<file path="config.mk">
export PLATFORM = sky130hd
export DESIGN_NAME = eth_tx_arbiter
export DESIGN_NICKNAME = d
export VERILOG_FILES = /design/src/rtl/eth_pkg.sv /design/src/rtl/axis_skid_slice.sv /design/src/rtl/eth_tx_arbiter.sv
export SDC_FILE = /design/constraint.sdc
export NUM_CORES = 1
export LEC_CHECK = 0
export CORE_ASPECT_RATIO = 0.9
export CORE_MARGIN = 4
export CORE_UTILIZATION = 43
export DETAILED_ROUTE_END_ITERATION = 8
export PLACE_DENSITY_LB_ADDON = 0.1
export RECOVER_POWER = 25
export REMOVE_ABC_BUFFERS = 1
export SYNTH_ARGS = -nofsm -noshare
export SYNTH_HDL_FRONTEND = slang
export SYNTH_HIERARCHICAL = 1
export SYNTH_SLANG_ARGS = --single-unit
</file>
<file path="constraint.sdc">
create_clock -name clk -period 4.1 [get_ports clk]
set_input_delay 0.615 -clock clk [delete_from_list [all_inputs] [get_ports clk]]
set_output_delay 0.615 -clock clk [all_outputs]
set_load 0.05 [all_outputs]
</file>
<file path="src/rtl/eth_pkg.sv">
// Shared types for the Ethernet transmit path: AXI-stream beat layout and
// the arbiter FSM encoding.
package eth_pkg;

   localparam int AXIS_DATA_W = 64;
   localparam int AXIS_KEEP_W = 8;

   typedef enum logic {
      ARB_IDLE,
      ARB_BUSY
   } arb_state_t;

   typedef struct packed {
      logic [AXIS_DATA_W-1:0] data;
      logic [AXIS_KEEP_W-1:0] keep;
      logic                   last;
   } axis_beat_t;

   // Every byte lane enabled: the only legal KEEP on a non-final beat.
   function automatic logic keep_full(input logic [AXIS_KEEP_W-1:0] keep);
      return &keep;
   endfunction

endpackage

</file>
<file path="src/rtl/axis_skid_slice.sv">
// Two-entry AXI-stream register slice: fully registered output (main entry)
// plus one skid entry that catches the beat in flight when out_ready drops.
module axis_skid_slice
   import eth_pkg::*;
(
   input  logic       clk,
   input  logic       aresetn,
   input  logic       in_valid,
   input  axis_beat_t in_beat,
   output logic       in_ready,
   output logic       out_valid,
   output axis_beat_t out_beat,
   input  logic       out_ready
);

   // Handshake on both sides: a beat moves when valid && ready are both high
   // at a rising edge; valid must hold with stable payload until it moves.
   logic       main_valid, main_valid_n;
   logic       skid_valid, skid_valid_n;
   axis_beat_t main_q, main_n;
   axis_beat_t skid_q, skid_n;
   logic       accept;
   logic       pop;

   always_comb begin
      accept       = in_valid && in_ready;
      pop          = main_valid && out_ready;
      main_valid_n = main_valid;
      skid_valid_n = skid_valid;
      main_n       = main_q;
      skid_n       = skid_q;
      if (skid_valid) begin
         // in_ready is low here, so only the drain side can move.
         if (pop) begin
            main_n       = skid_q;
            skid_valid_n = 1'b0;
         end
      end else if (!main_valid || pop) begin
         main_valid_n = accept;
         if (accept) begin
            main_n = in_beat;
         end
      end else if (accept) begin
         skid_n       = in_beat;
         skid_valid_n = 1'b1;
      end
   end

   always_ff @(posedge clk or negedge aresetn) begin
      if (!aresetn) begin
         main_valid <= 1'b0;
         skid_valid <= 1'b0;
         main_q     <= '0;
         skid_q     <= '0;
         in_ready   <= 1'b1;
      end else begin
         main_valid <= main_valid_n;
         skid_valid <= skid_valid_n;
         main_q     <= main_n;
         skid_q     <= skid_n;
         in_ready   <= !skid_valid_n;
      end
   end

   assign out_valid = main_valid;
   assign out_beat  = main_q;

endmodule

</file>
<file path="src/rtl/eth_tx_arbiter.sv">
// Packet-atomic round-robin arbiter sharing one 64-bit AXI-stream transmit
// path between N_SRC sources, with per-source packet counters.
module eth_tx_arbiter
   import eth_pkg::*;
#(
   parameter int N_SRC = 4,
   parameter int CNT_W = 16
) (
   input  logic                         clk,
   input  logic                         aresetn,
   input  logic [N_SRC*AXIS_DATA_W-1:0] src_DATA,
   input  logic [N_SRC*AXIS_KEEP_W-1:0] src_KEEP,
   input  logic [N_SRC-1:0]             src_LAST,
   input  logic [N_SRC-1:0]             src_VALID,
   output logic [N_SRC-1:0]             src_READY,
   output logic [AXIS_DATA_W-1:0]       stream_out_DATA,
   output logic [AXIS_KEEP_W-1:0]       stream_out_KEEP,
   output logic                         stream_out_LAST,
   output logic                         stream_out_VALID,
   input  logic                         stream_out_READY,
   output logic [N_SRC-1:0]             grant,
   output logic [N_SRC*CNT_W-1:0]       pkt_cnt,
   output logic                         err_keep,
   output logic                         arb_state
);

   localparam int IDX_W = (N_SRC > 1) ? $clog2(N_SRC) : 1;

   arb_state_t       state_q, state_n;
   logic [N_SRC-1:0] grant_q;
   logic [IDX_W-1:0] last_grant;
   logic [IDX_W-1:0] sel_idx;
   logic [CNT_W-1:0] cnt_q [N_SRC];
   logic             err_keep_q;

   logic             start_grant;
   logic             pkt_done;
   logic             cur_valid;
   logic             cur_last;
   logic [AXIS_KEEP_W-1:0] cur_keep;
   logic [AXIS_DATA_W-1:0] cur_data;

   logic             slice_in_valid;
   logic             slice_in_ready;
   logic             src_accept;
   axis_beat_t       slice_in_beat;
   axis_beat_t       slice_out_beat;
   logic             slice_out_valid;

   // First requester strictly after 'last', searching cyclically.
   function automatic logic [IDX_W-1:0] rr_pick(input logic [N_SRC-1:0] req,
                                                input logic [IDX_W-1:0] last);
      logic [IDX_W-1:0] pick;
      logic             found;
      int               idx;
      pick  = last;
      found = 1'b0;
      for (int k = 1; k <= N_SRC; k++) begin
         idx = (int'(last) + k) % N_SRC;
         if (!found && req[idx]) begin
            pick  = IDX_W'(idx);
            found = 1'b1;
         end
      end
      return pick;
   endfunction

   // last_grant doubles as the owner index while BUSY.
   always_comb begin
      cur_valid = src_VALID[last_grant];
      cur_last  = src_LAST[last_grant];
      cur_keep  = src_KEEP[int'(last_grant)*AXIS_KEEP_W +: AXIS_KEEP_W];
      cur_data  = src_DATA[int'(last_grant)*AXIS_DATA_W +: AXIS_DATA_W];
   end

   always_comb begin
      state_n        = state_q;
      src_READY      = '0;
      slice_in_valid = 1'b0;
      start_grant    = 1'b0;
      pkt_done       = 1'b0;
      sel_idx        = rr_pick(src_VALID, last_grant);
      case (state_q)
         ARB_IDLE: begin
            if (|src_VALID) begin
               start_grant = 1'b1;
               state_n     = ARB_BUSY;
            end
         end
         ARB_BUSY: begin
            src_READY[last_grant] = slice_in_ready;
            slice_in_valid        = cur_valid;
            if (cur_valid && slice_in_ready && cur_last) begin
               pkt_done = 1'b1;
               state_n  = ARB_IDLE;
            end
         end
         default: state_n = ARB_IDLE;
      endcase
      src_accept = slice_in_valid && slice_in_ready;
   end

   always_ff @(posedge clk or negedge aresetn) begin
      if (!aresetn) begin
         state_q <= ARB_IDLE;
      end else begin
         state_q <= state_n;
      end
   end

   always_ff @(posedge clk or negedge aresetn) begin
      if (!aresetn) begin
         grant_q    <= '0;
         last_grant <= IDX_W'(N_SRC - 1);
         err_keep_q <= 1'b0;
         for (int i = 0; i < N_SRC; i++) begin
            cnt_q[i] <= '0;
         end
      end else begin
         if (start_grant) begin
            grant_q    <= {{(N_SRC-1){1'b0}}, 1'b1} << sel_idx;
            last_grant <= sel_idx;
         end
         if (pkt_done) begin
            grant_q           <= '0;
            cnt_q[last_grant] <= cnt_q[last_grant] + CNT_W'(1);
         end
         // Flag only; the offending beat is forwarded untouched.
         if (src_accept && !cur_last && !keep_full(cur_keep)) begin
            err_keep_q <= 1'b1;
         end
      end
   end

   assign slice_in_beat = '{data: cur_data, keep: cur_keep, last: cur_last};

   axis_skid_slice u_slice (
      .clk       (clk),
      .aresetn   (aresetn),
      .in_valid  (slice_in_valid),
      .in_beat   (slice_in_beat),
      .in_ready  (slice_in_ready),
      .out_valid (slice_out_valid),
      .out_beat  (slice_out_beat),
      .out_ready (stream_out_READY)
   );

   for (genvar gi = 0; gi < N_SRC; gi++) begin : g_cnt
      assign pkt_cnt[gi*CNT_W +: CNT_W] = cnt_q[gi];
   end

   assign stream_out_VALID = slice_out_valid;
   assign stream_out_DATA  = slice_out_beat.data;
   assign stream_out_KEEP  = slice_out_beat.keep;
   assign stream_out_LAST  = slice_out_beat.last;
   assign grant            = grant_q;
   assign err_keep         = err_keep_q;
   assign arb_state        = (state_q == ARB_BUSY);

endmodule

</file>
-- After elaboration in Yosys (flattened, before gate mapping)
Cells that the tools add are included.
Widths: inputs -> output; s select.
- flip-flop bits (word level): 221
- input port bits: 299
- output and inout bits: 148
- word-level logic and storage cells: 123
- $add $sub $neg: 5
- $lt $le $gt $ge: 8
- equality and inequality tests: 1
- shift operators: 3
- mux-type cells: 49
- bitwise gates (word level): 9
- reduce and logical (&&, ||, !) cells: 31
- operator list (operator ; count):
    $mux 73 ; 4
    $shiftx 256x9->64 ; 1
    $bwmux 64 ; 1
    $mux 16 ; 3
    $bmux 16 s2 ; 1
    $demux 16 s2 ; 1
    $shiftx 32x6->8 ; 1
    $mux 1 ; 24
    $add 16x1->16 const B ; 1
    $lt 3x4->1 const B ; 4
    $bmux 1 s2 ; 6
    $mux 4 ; 3
    $logic_and 1x1->1 ; 11
    $mux 2 ; 4
    $reduce_and 8->1 ; 1
    $reduce_or 2->1 ; 4
    $logic_not 1->1 ; 7
    $reduce_and 3->1 ; 2
    $reduce_bool 2->1 ; 3
    $add 2x1->2 const B ; 2
    $add 2x2->2 const B ; 2
    $and 1x1->1 const A ; 4
    $and 4x4->4 ; 1
    $reduce_or 4->1 ; 1
    other kinds (12) ; 14

-- Depth between registers and ports, before layout
Gate-level depths: netlist (run 1).
- depth after elaboration: 19
- gate-level depth with buffers: 13

-- Modules after synthesis
The synthesis (run 1) kept the hierarchy.
- by module, submodules not included (module ; instances ; cells an instance ; area each (sq um)):
    axis_skid_slice ; 1 ; 402 ; 6655.1
    eth_tx_arbiter ; 1 ; 418 ; 5485.3

-- Worst setup path before layout (run 1)
Ideal clock, no wire load.
- path kind: reg2reg
- start point: register last_grant[0]
- end point: register grant_q[2], in the netlist grant[2]
- setup time: 0.096 ns
- arrival time: 3.343 ns
- slack: 0.662 ns
- cell stages (with the launch flop): 13
- path buffers: 6
- cells stage by stage: dfstp_2 -> buf_6 -> buf_12 -> buf_12 -> buf_4 -> buf_6 -> buf_4 -> inv_1 -> ha_1 -> mux4_2 -> a211o_1 -> o22a_1 -> o32ai_2
- longest elaborated chain between the ends: 17
- elaborated cells on any way between the ends: 41
- classes of those cells: 4 x add/sub; 1 x shift; 27 x mux; 9 x reduce/logical
- ends and longest elaborated chain (element ; RTL line ; source):
    start: declaration ; eth_tx_arbiter.sv:31 ; logic [IDX_W-1:0] last_grant;
    start signal: assignment ; eth_tx_arbiter.sv:114 ; last_grant <= IDX_W'(N_SRC - 1);
    start signal: assignment ; eth_tx_arbiter.sv:122 ; last_grant <= sel_idx;
    $add 2x1->2 ; eth_tx_arbiter.sv:59 ; idx = (int'(last) + k) % N_SRC;
    $bmux 1 s2 ; eth_tx_arbiter.sv:60 ; if (!found && req[idx]) begin
    $mux 1 (implied by the code) (2 in a row) ; eth_tx_arbiter.sv:60 ;
    $mux 1 ; eth_tx_arbiter.sv:60 ;
    $logic_not 1->1 ; eth_tx_arbiter.sv:60 ;
    $logic_and 1x1->1 ; eth_tx_arbiter.sv:60 ;
    $mux 1 ; eth_tx_arbiter.sv:60 ;
    $logic_not 1->1 ; eth_tx_arbiter.sv:60 ;
    $logic_and 1x1->1 ; eth_tx_arbiter.sv:60 ;
    $mux 1 ; eth_tx_arbiter.sv:60 ;
    $logic_not 1->1 ; eth_tx_arbiter.sv:60 ;
    $logic_and 1x1->1 ; eth_tx_arbiter.sv:60 ;
    $mux 2 ; eth_tx_arbiter.sv:60 ;
    $shl 1x2->4 ; eth_tx_arbiter.sv:121 ; grant_q <= {{(N_SRC-1){1'b0}}, 1'b1} << sel_idx;
    $mux 4 ; eth_tx_arbiter.sv:120 ; if (start_grant) begin
    $mux 4 ; eth_tx_arbiter.sv:124 ; if (pkt_done) begin
    end signal: assignment ; eth_tx_arbiter.sv:121 ;
    end: declaration ; eth_tx_arbiter.sv:30 ; logic [N_SRC-1:0] grant_q;
Several ways; a longest one is shown, not always the timed one. The select of a mux whose other input is x is not followed.
A chain may end at the register's enable or synchronous reset.

-- Final worst setup path (run 1)
- start point: register last_grant[0]
- end point: output port src_READY[0]
- longest elaborated chain between the ends: 6
- elaborated cells on any way between the ends: 7
- classes of those cells: 2 x order compare; 3 x mux; 1 x bitwise; 1 x reduce/logical
- ends and longest elaborated chain (element ; RTL line ; source):
    $lt 2x3->1 (implied by the code) / $ge 2x1->1 (equally long branches) ; eth_tx_arbiter.sv:91 ; src_READY[last_grant] = slice_in_ready;
    $logic_and 1x1->1 (implied by the code) ; eth_tx_arbiter.sv:91 ;
    $mux 1 (implied by the code) ; eth_tx_arbiter.sv:91 ;
    $demux 1 s2 * ; eth_tx_arbiter.sv:91 ;
    $and 4x4->4 (no line) * ; n/a ;
    $mux 4 * ; eth_tx_arbiter.sv:83 ; case (state_q)
    end: declaration ; eth_tx_arbiter.sv:15 ; output logic [N_SRC-1:0] src_READY,
Every way passes the cells marked *; elsewhere a longest branch is shown, timed or not.

==> metrics.md, run 1 <==
| Metric | Value |
|---|---|
| Clock Latency Late Sink | about 0.51 ns |
| Hold slack | 0.136 ns |
| Number of flops mapped to enable cells by yosys | 0 |
| Num CTS Buffers | 25 |
| Post-CTS setup buffers | 0 |
| Residual DRC | 0 |
| Io pins | 447 |
| Drt wl/cell | 21.3 µm |
| CP Class | reg2out |
| Async SR Flop Fraction | 100% |
| Flop pwr share | 27.2% |
| Crit path DAT | roughly 2.7 ns |
| Worst-path fanout max | 27 |
| Longest Clk Path Bufs | 3 |
| Vias in the first global route | 9039 |
| CTS tree | done |
| Cts repair resizes | 0 |
| Sink Count | between 200 and 250 |
| Finished Layout Cells | between 1500 and 2000 |
| Fin crit period | approximately 3.3 ns |
| Vias per cell | 5.33 |
| Die width | roughly 190 µm |
| Count leader, synth | dfrtp_1 |
| Initial Util | a little over two fifths |
| # H-tree levels | 1 |
| Hold Crit Class | in2async |
| Mapped cell area | roughly 12000 µm² |
| Max-slew headroom | a little under two fifths |
| R2r setup slk | slightly above 1 ns |
| YS warnings | 6 |
| Fin crit share | just over 80% |
| Post-DP HPWL | between 20 and 30 mm |
| Overall Global Routing Usage | 21.5% |
| Final-report hold violation count | 0 |
| Clock share of power | about 17% |
| Largest net degree at the start of global routing | about 120 |
| Core ar. | around 28000 µm² |
| First-pass GRT wire length | about 53 mm |
| Layout cell share with drive strength beyond 1 | 23.3% |
| Global route overflow | 0 |
| Setup violations, final | 0 |
| Nets | between 1500 and 2000 |
| Routed Antenna Nets | 0 |
| PortBufs | about 450 |
| Sequential fraction of the synthesis area | between 40% and 50% |
| Power Density | approximately 760 nW/µm² |
| Leading area contributor after synthesis | dfrtp_1 |
| IR Drop Worst-Case VDD | between 500 and 600 µV |
| Comb power frac | about 56% |
| R2R Path End | grant[2] |
| R2r startpoint | last_grant[0] |
| Leading cell types by total area after synthesis | dfrtp_1 45%, mux4_2 17%, mux2_1 9.6% |
| Pins Over Slew Limit | 0 |
| Final Skew | between 0.008 and 0.009 ns |
| Switching Fraction | around 40% |
| Synth Register Bits | between 200 and 250 |
| Setup crit end kind | primary output |
| Clock transition at path regs | 0.06 ns |
| CTS Root Cell | clkbuf_16 |
| Internal | 7.98 mW |
| Area share of the largest cell type after synthesis | around 45% |
| WL final | approximately 35 mm |
| Cell count after synthesis | between 800 and 900 |
| Leakage | a little over 7 nW |
| Worst-Margin Slew | roughly 0.94 ns |
| Die ar. | 31000 µm² |
| Via count | about 8700 |
| Die H | 167 µm |
| Hold_buf cts | 0 |
| Unrepaired setup endpoints after global routing | false |
| Psw | 5.35 mW |
| R2R cell count | 6 |
| # diodes | 0 |
| Syn avg cell area | between 10 and 15 µm² |
| Run status | completed |
| Synth cell count leaders | 218 x dfrtp_1, 103 x mux2_1, 89 x mux4_2, 79 x mux2_2, 69 x nand2_1 |
| FMAX | 0.299 GHz |
| Max-cap viol count | 0 |
| Row count | a little under 60 |
| Placed cells | 1581 |
| DR iter-0 viols | ~330 |
| Crit path launch type | register |
| Placer Congestion | about 0.77 |
| WP data required | 3.48 ns |
| Drt pass-1 iters | 4 |
| Area growth syn-to-layout | 45.2% |
| Post-synthesis cell type count | 50 |
| Initial antenna violation count | 0 |
| Final total negative setup slack | 0 ns |
| Post-synth top flop | dfrtp_1 |
==> power by group through the flow <==
stage / Clock, mW / Sequential (mW) / Combinational (mW)
after global placement: 0 / 3.64 / 7.40
after detailed placement: 0 / 3.68 / 7.48
final: 2.29 / 3.63 / 7.41
after floorplan: 0 / 5.35 / 3.41
after global routing: 2.45 / 3.76 / 7.84
after CTS: 2.35 / 3.65 / 7.51
==> logic make-up (layout without fill, tap and decap cells) <==
group | count (synthesis) | count (layout) | share of synthesized area (%)
fa+ha+maj | 5 | 5 | 0.515
compound gates | 76 | 76 | 3.67
simple gates | 110 | 110 | 4.76
flops | 221 | 221 | 45.6
buf+inv | 68 | 514 | 4.04
mux | 324 | 324 | 40.3
xor+xnor | 16 | 16 | 1.15
==> sequential cells by signal, summed over array words and instances, names as in the netlist <==
| signal | count |
|---|---|
| u_slice/skid_q | 73 |
| err_keep | 1 |
| u_slice/in_ready | 1 |
| last_grant | 2 |
| arb_state | 1 |
| grant | 4 |
| u_slice/out_valid | 1 |
| u_slice/skid_valid | 1 |
| pkt_cnt | 64 |
| u_slice/out_beat | 73 |
==> cell type report <==
class	count	area (µm²)
fillers	2191	10200
multi-input cells	531	6130
flip-flops and latches	221	5550
repair buffers	461	4630
clock buffers	32	672
well taps	360	450
clock inverters	13	169
inverters	8	30.0
==> worst max-delay path: stages, from the launching register on <==
cell and delay, ns:
dfstp_4 0.90, inv_1 0.16, ha_1 0.26, and3_1 0.20, clkdlybuf4s50_1 0.70
==> through the flow <==
stage	instance area (µm²)	setup slack (ns)	total power [mW]	utilization (%)
floorplan	11700	-5.44	8.76	-
global placement	16800	1.01	11.0	60.2
detailed placement	16800	0.914	11.2	60.2
CTS	17600	0.712	13.5	63.2
global route	17600	0.655	14.1	63.2
finish	17600	0.761	13.3	63.2
==> how the worst max path moves through the flow <==
stage	slack [ns]	endpoint	depth (start not counted)	from
floorplan	-5.44	u_slice/skid_q[0]	5	last_grant[0]
global placement	1.01	pkt_cnt[49]	5	src_VALID[1]
detailed placement	0.91	pkt_cnt[49]	5	src_VALID[1]
CTS	0.71	src_READY[0]	4	last_grant[0]
global route	0.65	src_READY[0]	4	last_grant[0]
finish	0.76	src_READY[0]	4	last_grant[0]
==> layout by cell type, fill, tap and decap left out, drive strengths merged, types with 5 or more instances in the layout <==
master	count
clkdlybuf4s50	445
mux2	230
dfrtp	218
mux4	93
nand2	73
o21ai	59
clkbuf	32
buf	16
xnor2	13
clkinv	9
inv	8
nand4	6
nor4	6
nand3	6
ha	5
==> per-layer routing <==
metal,track usage [%],vias to the layer above,wire [µm]
li1,-,3962,-
met1,28.4,4398,14100
met2,36.9,281,17600
met3,5.28,30,2550
met4,3.38,0,502
met5,0,-,0
Note: power is estimated with default switching activity, not from simulation.
==> run 2: changes to the inputs <==
Clock period 4.1 ns to 3.3 ns, I/O delays scaled along.
==> run 2 against run 1 <==
Net effect: the run now ends with max-capacitance violations, max-slew violations left; highest routed layer unchanged; via count barely moved; critical path type unchanged; combinational power is 26% higher; first-iteration DRC count grew 54%; count of clock-buffer cells in the layout rose by 3; setup slack worse by 0.61 ns; non-clock buffer count is 6 higher; largest power group unchanged; utilization grew 0.22 points; clock skew down 0.0011 ns; register-to-register slack worse by 0.55 ns; critical path depth unchanged; clock power rose by 19%.
==> metrics.md, run 2 (synthesis gave the netlist of run 1 again) <==
| Metric | Value |
|---|---|
| R2R Path End | u_slice/skid_q[41] |
| Crit path DAT | 2.66 ns (-0.06 ns) |
| Via count | 8668 (-0.035%) |
| Hold_buf cts | 0 (unchanged) |
| Num CTS Buffers | 25 (unchanged) |
| DR iter-0 viols | 508 (+54%) |
| Global route overflow | 0 (unchanged) |
| Critical Path Slowest Stage Cell | clkdlybuf4s50_1 |
| Crit path launch type | register |
| Placed cells | 1587 (+0.38%) |
| Unrepaired setup endpoints after global routing | false |
| WL final | 34.4 mm (-0.97%) |
| # diodes | 0 (unchanged) |
| Pins Over Slew Limit | 37 (+37) |
| Worst-path fanout max | 10 (-63%) |
| Cts repair resizes | 0 (unchanged) |
| Die width | 185 µm (unchanged) |
| R2R cell count | 7 (+1) |
| Die ar. | 31000 µm² (unchanged) |
| Drt wl/cell | 21.1 µm (-1.3%) |
| Placement Setup Slack | 0.303 ns (-0.611 ns) |
| CTS Root Cell | clkbuf_16 |
| Power Density | 934 nW/µm² (+23%) |
| Longest Clk Path Bufs | 3 (unchanged) |
| Layout cell share with drive strength beyond 1 | 23.8% (+0.52 points) |
| Failing checks | max-capacitance violations, max-slew violations |
| Core ar. | 27900 µm² (unchanged) |
| Overall Global Routing Usage | 21.4% (-0.13 points) |
| R2r startpoint | last_grant[0] |
| Seq. cell area | 5550 µm² (unchanged) |
| Row count | 58 (unchanged) |
| Setup violations, final | 0 (unchanged) |
| Routed Antenna Nets | 0 (unchanged) |
| FMAX | between 0.3 and 0.4 GHz |
| Leakage | 7.08 nW (+0.37%) |
| Io pins | 447 (unchanged) |
| Initial antenna violation count | 0 (unchanged) |
| Setup crit end kind | primary output |
| WP data required | 2.80 ns (-0.68 ns) |
| Sink Count | 221 (unchanged) |
| Area growth syn-to-layout | 45.7% |
| Clock Latency Late Sink | 0.50 ns (about the same) |
| Final-report hold violation count | 0 (unchanged) |
| Largest net degree at the start of global routing | 118 (unchanged) |
| Post-CTS setup buffers | 0 (unchanged) |
| Fin crit share | between 90% and 100% |
| Initial Util | 43.6% (unchanged) |
| R2r setup slk | 0.48 ns (-0.55 ns) |
| Run status | complete, but fails checks |
| Clock transition at path regs | 0.06 ns (about the same) |
| Drt pass-1 iters | 4 (unchanged) |
| Die H | 167 µm (unchanged) |
| First-pass GRT wire length | 52.6 mm (-0.55%) |
| Area of the multi-input gates | 6130 µm² (unchanged) |
| Max-cap viol count | 1 (+1) |
| Post-DP HPWL | 25.7 mm (+0.26%) |
| Fin crit period | 3.15 ns |
| Crit-path cells | buf_4 > ha_1 > and3_1 > clkdlybuf4s50_1 |
| Worst-Margin Slew | 1.86 ns (+0.922 ns) |
| Final Skew | 0.00721 ns (-0.00114 ns) |
| Vias in the first global route | 9031 (-0.089%) |
| Finished Layout Cells | 1632 (+0.37%) |
| Residual DRC | 0 (unchanged) |
| Nets | 1558 (+0.39%) |
| Hold Crit Class | in2async |
| PortBufs | 446 (unchanged) |
| Max-slew headroom | -24.3% (-61 points) |
| Slowest Stage Delay on Critical Path | 0.80 ns (-0.10 ns) |
| CTS tree | done |
| Vias per cell | 5.31 (-0.40%) |
| CP Class | reg2out |
| Placer Congestion | 0.809 (+4.8%) |
| Commonest non-fill, non-tap cells in the layout | 445 x clkdlybuf4s50_1, 217 x dfrtp_1, 103 x mux2_1, 89 x mux4_2, 79 x mux2_2 |
| IR Drop Worst-Case VDD | 797 µV (+53%) |
| Most common cell after layout, fill and taps aside | clkdlybuf4s50_1 |
| Post-route worst setup slack | 0.147 ns (-0.614 ns) |
| # H-tree levels | 1 (unchanged) |
| Fill count | 2151 (-1.8%) |
[run 2: cell types whose count changed in the layout (fill, tap and decap cells not counted), sizes merged]
cell	before	now
clkinvlp	0	1
clkbuf	32	36
bufinv	4	1
clkinv	9	8
buf	16	21
[run 2: how the worst max path moves through the flow]
| stage | slack (ns) | startpoint | endpoint |
|---|---|---|---|
| floorplan | -6.24 | last_grant[0] | u_slice/skid_q[0] |
| global placement | 0.39 | src_VALID[1] | u_slice/skid_q[28] |
| detailed placement | 0.30 | src_VALID[1] | u_slice/skid_q[41] |
| CTS | 0.11 | last_grant[0] | src_READY[1] |
| global route | 0.03 | last_grant[0] | src_READY[1] |
| finish | 0.15 | last_grant[0] | src_READY[1] |
[run 2: layer usage]
| layer | vias to the layer above | track usage, % | share of wire, % |
|---|---|---|---|
| met5 | - | 0 | 0 |
| met4 | 0 | 3.67 | 1.6 |
| met3 | 34 | 4.76 | 6.8 |
| met2 | 276 | 36.3 | 49 |
| met1 | 4374 | 28.8 | 42 |
| li1 | 3984 | - | - |
[run 2: worst max-delay path: cells and delay by family, from the launching register on]
kind,cells,cell delay [ns]
adders and majority gates,1,0.21
buffers and inverters,2,1.06
DFF,1,0.71
and+or+nand+nor,1,0.17
[run 2: per-stage QoR]
| stage | hold WS [ns] | power [mW] | utilization, % | instance area (µm²) | TNS, ns |
|---|---|---|---|---|---|
| after floorplan | 0.199 | 10.7 | - | 11700 | -939.71 |
| after global placement | 0.462 | 13.8 | 60.6 | 16900 | 0 |
| after detailed placement | 0.458 | 13.9 | 60.6 | 16900 | 0 |
| after CTS | 0.103 | 16.7 | 63.5 | 17700 | 0 |
| after global routing | 0.0961 | 17.4 | 63.5 | 17700 | 0 |
| final | 0.0625 | 16.5 | 63.5 | 17700 | 0 |
[run 2: report_power, final]
group          internal (mW)  leakage, nW  switching, mW
Clock                   1.64        0.414           1.09
Sequential              3.80         2.78          0.625
Combinational           4.43         3.90           4.92
Total                   9.87         7.08           6.64
[run 2: layout make-up]
cell class / instances / share of cell area [%]
repair buffers: 467 / 26.6
clock inverters: 10 / 0.460
inverters: 8 / 0.170
clock buffers: 35 / 4.20
multi-input cells: 531 / 34.6
well taps: 360 / 2.55
flip-flops and latches: 221 / 31.4
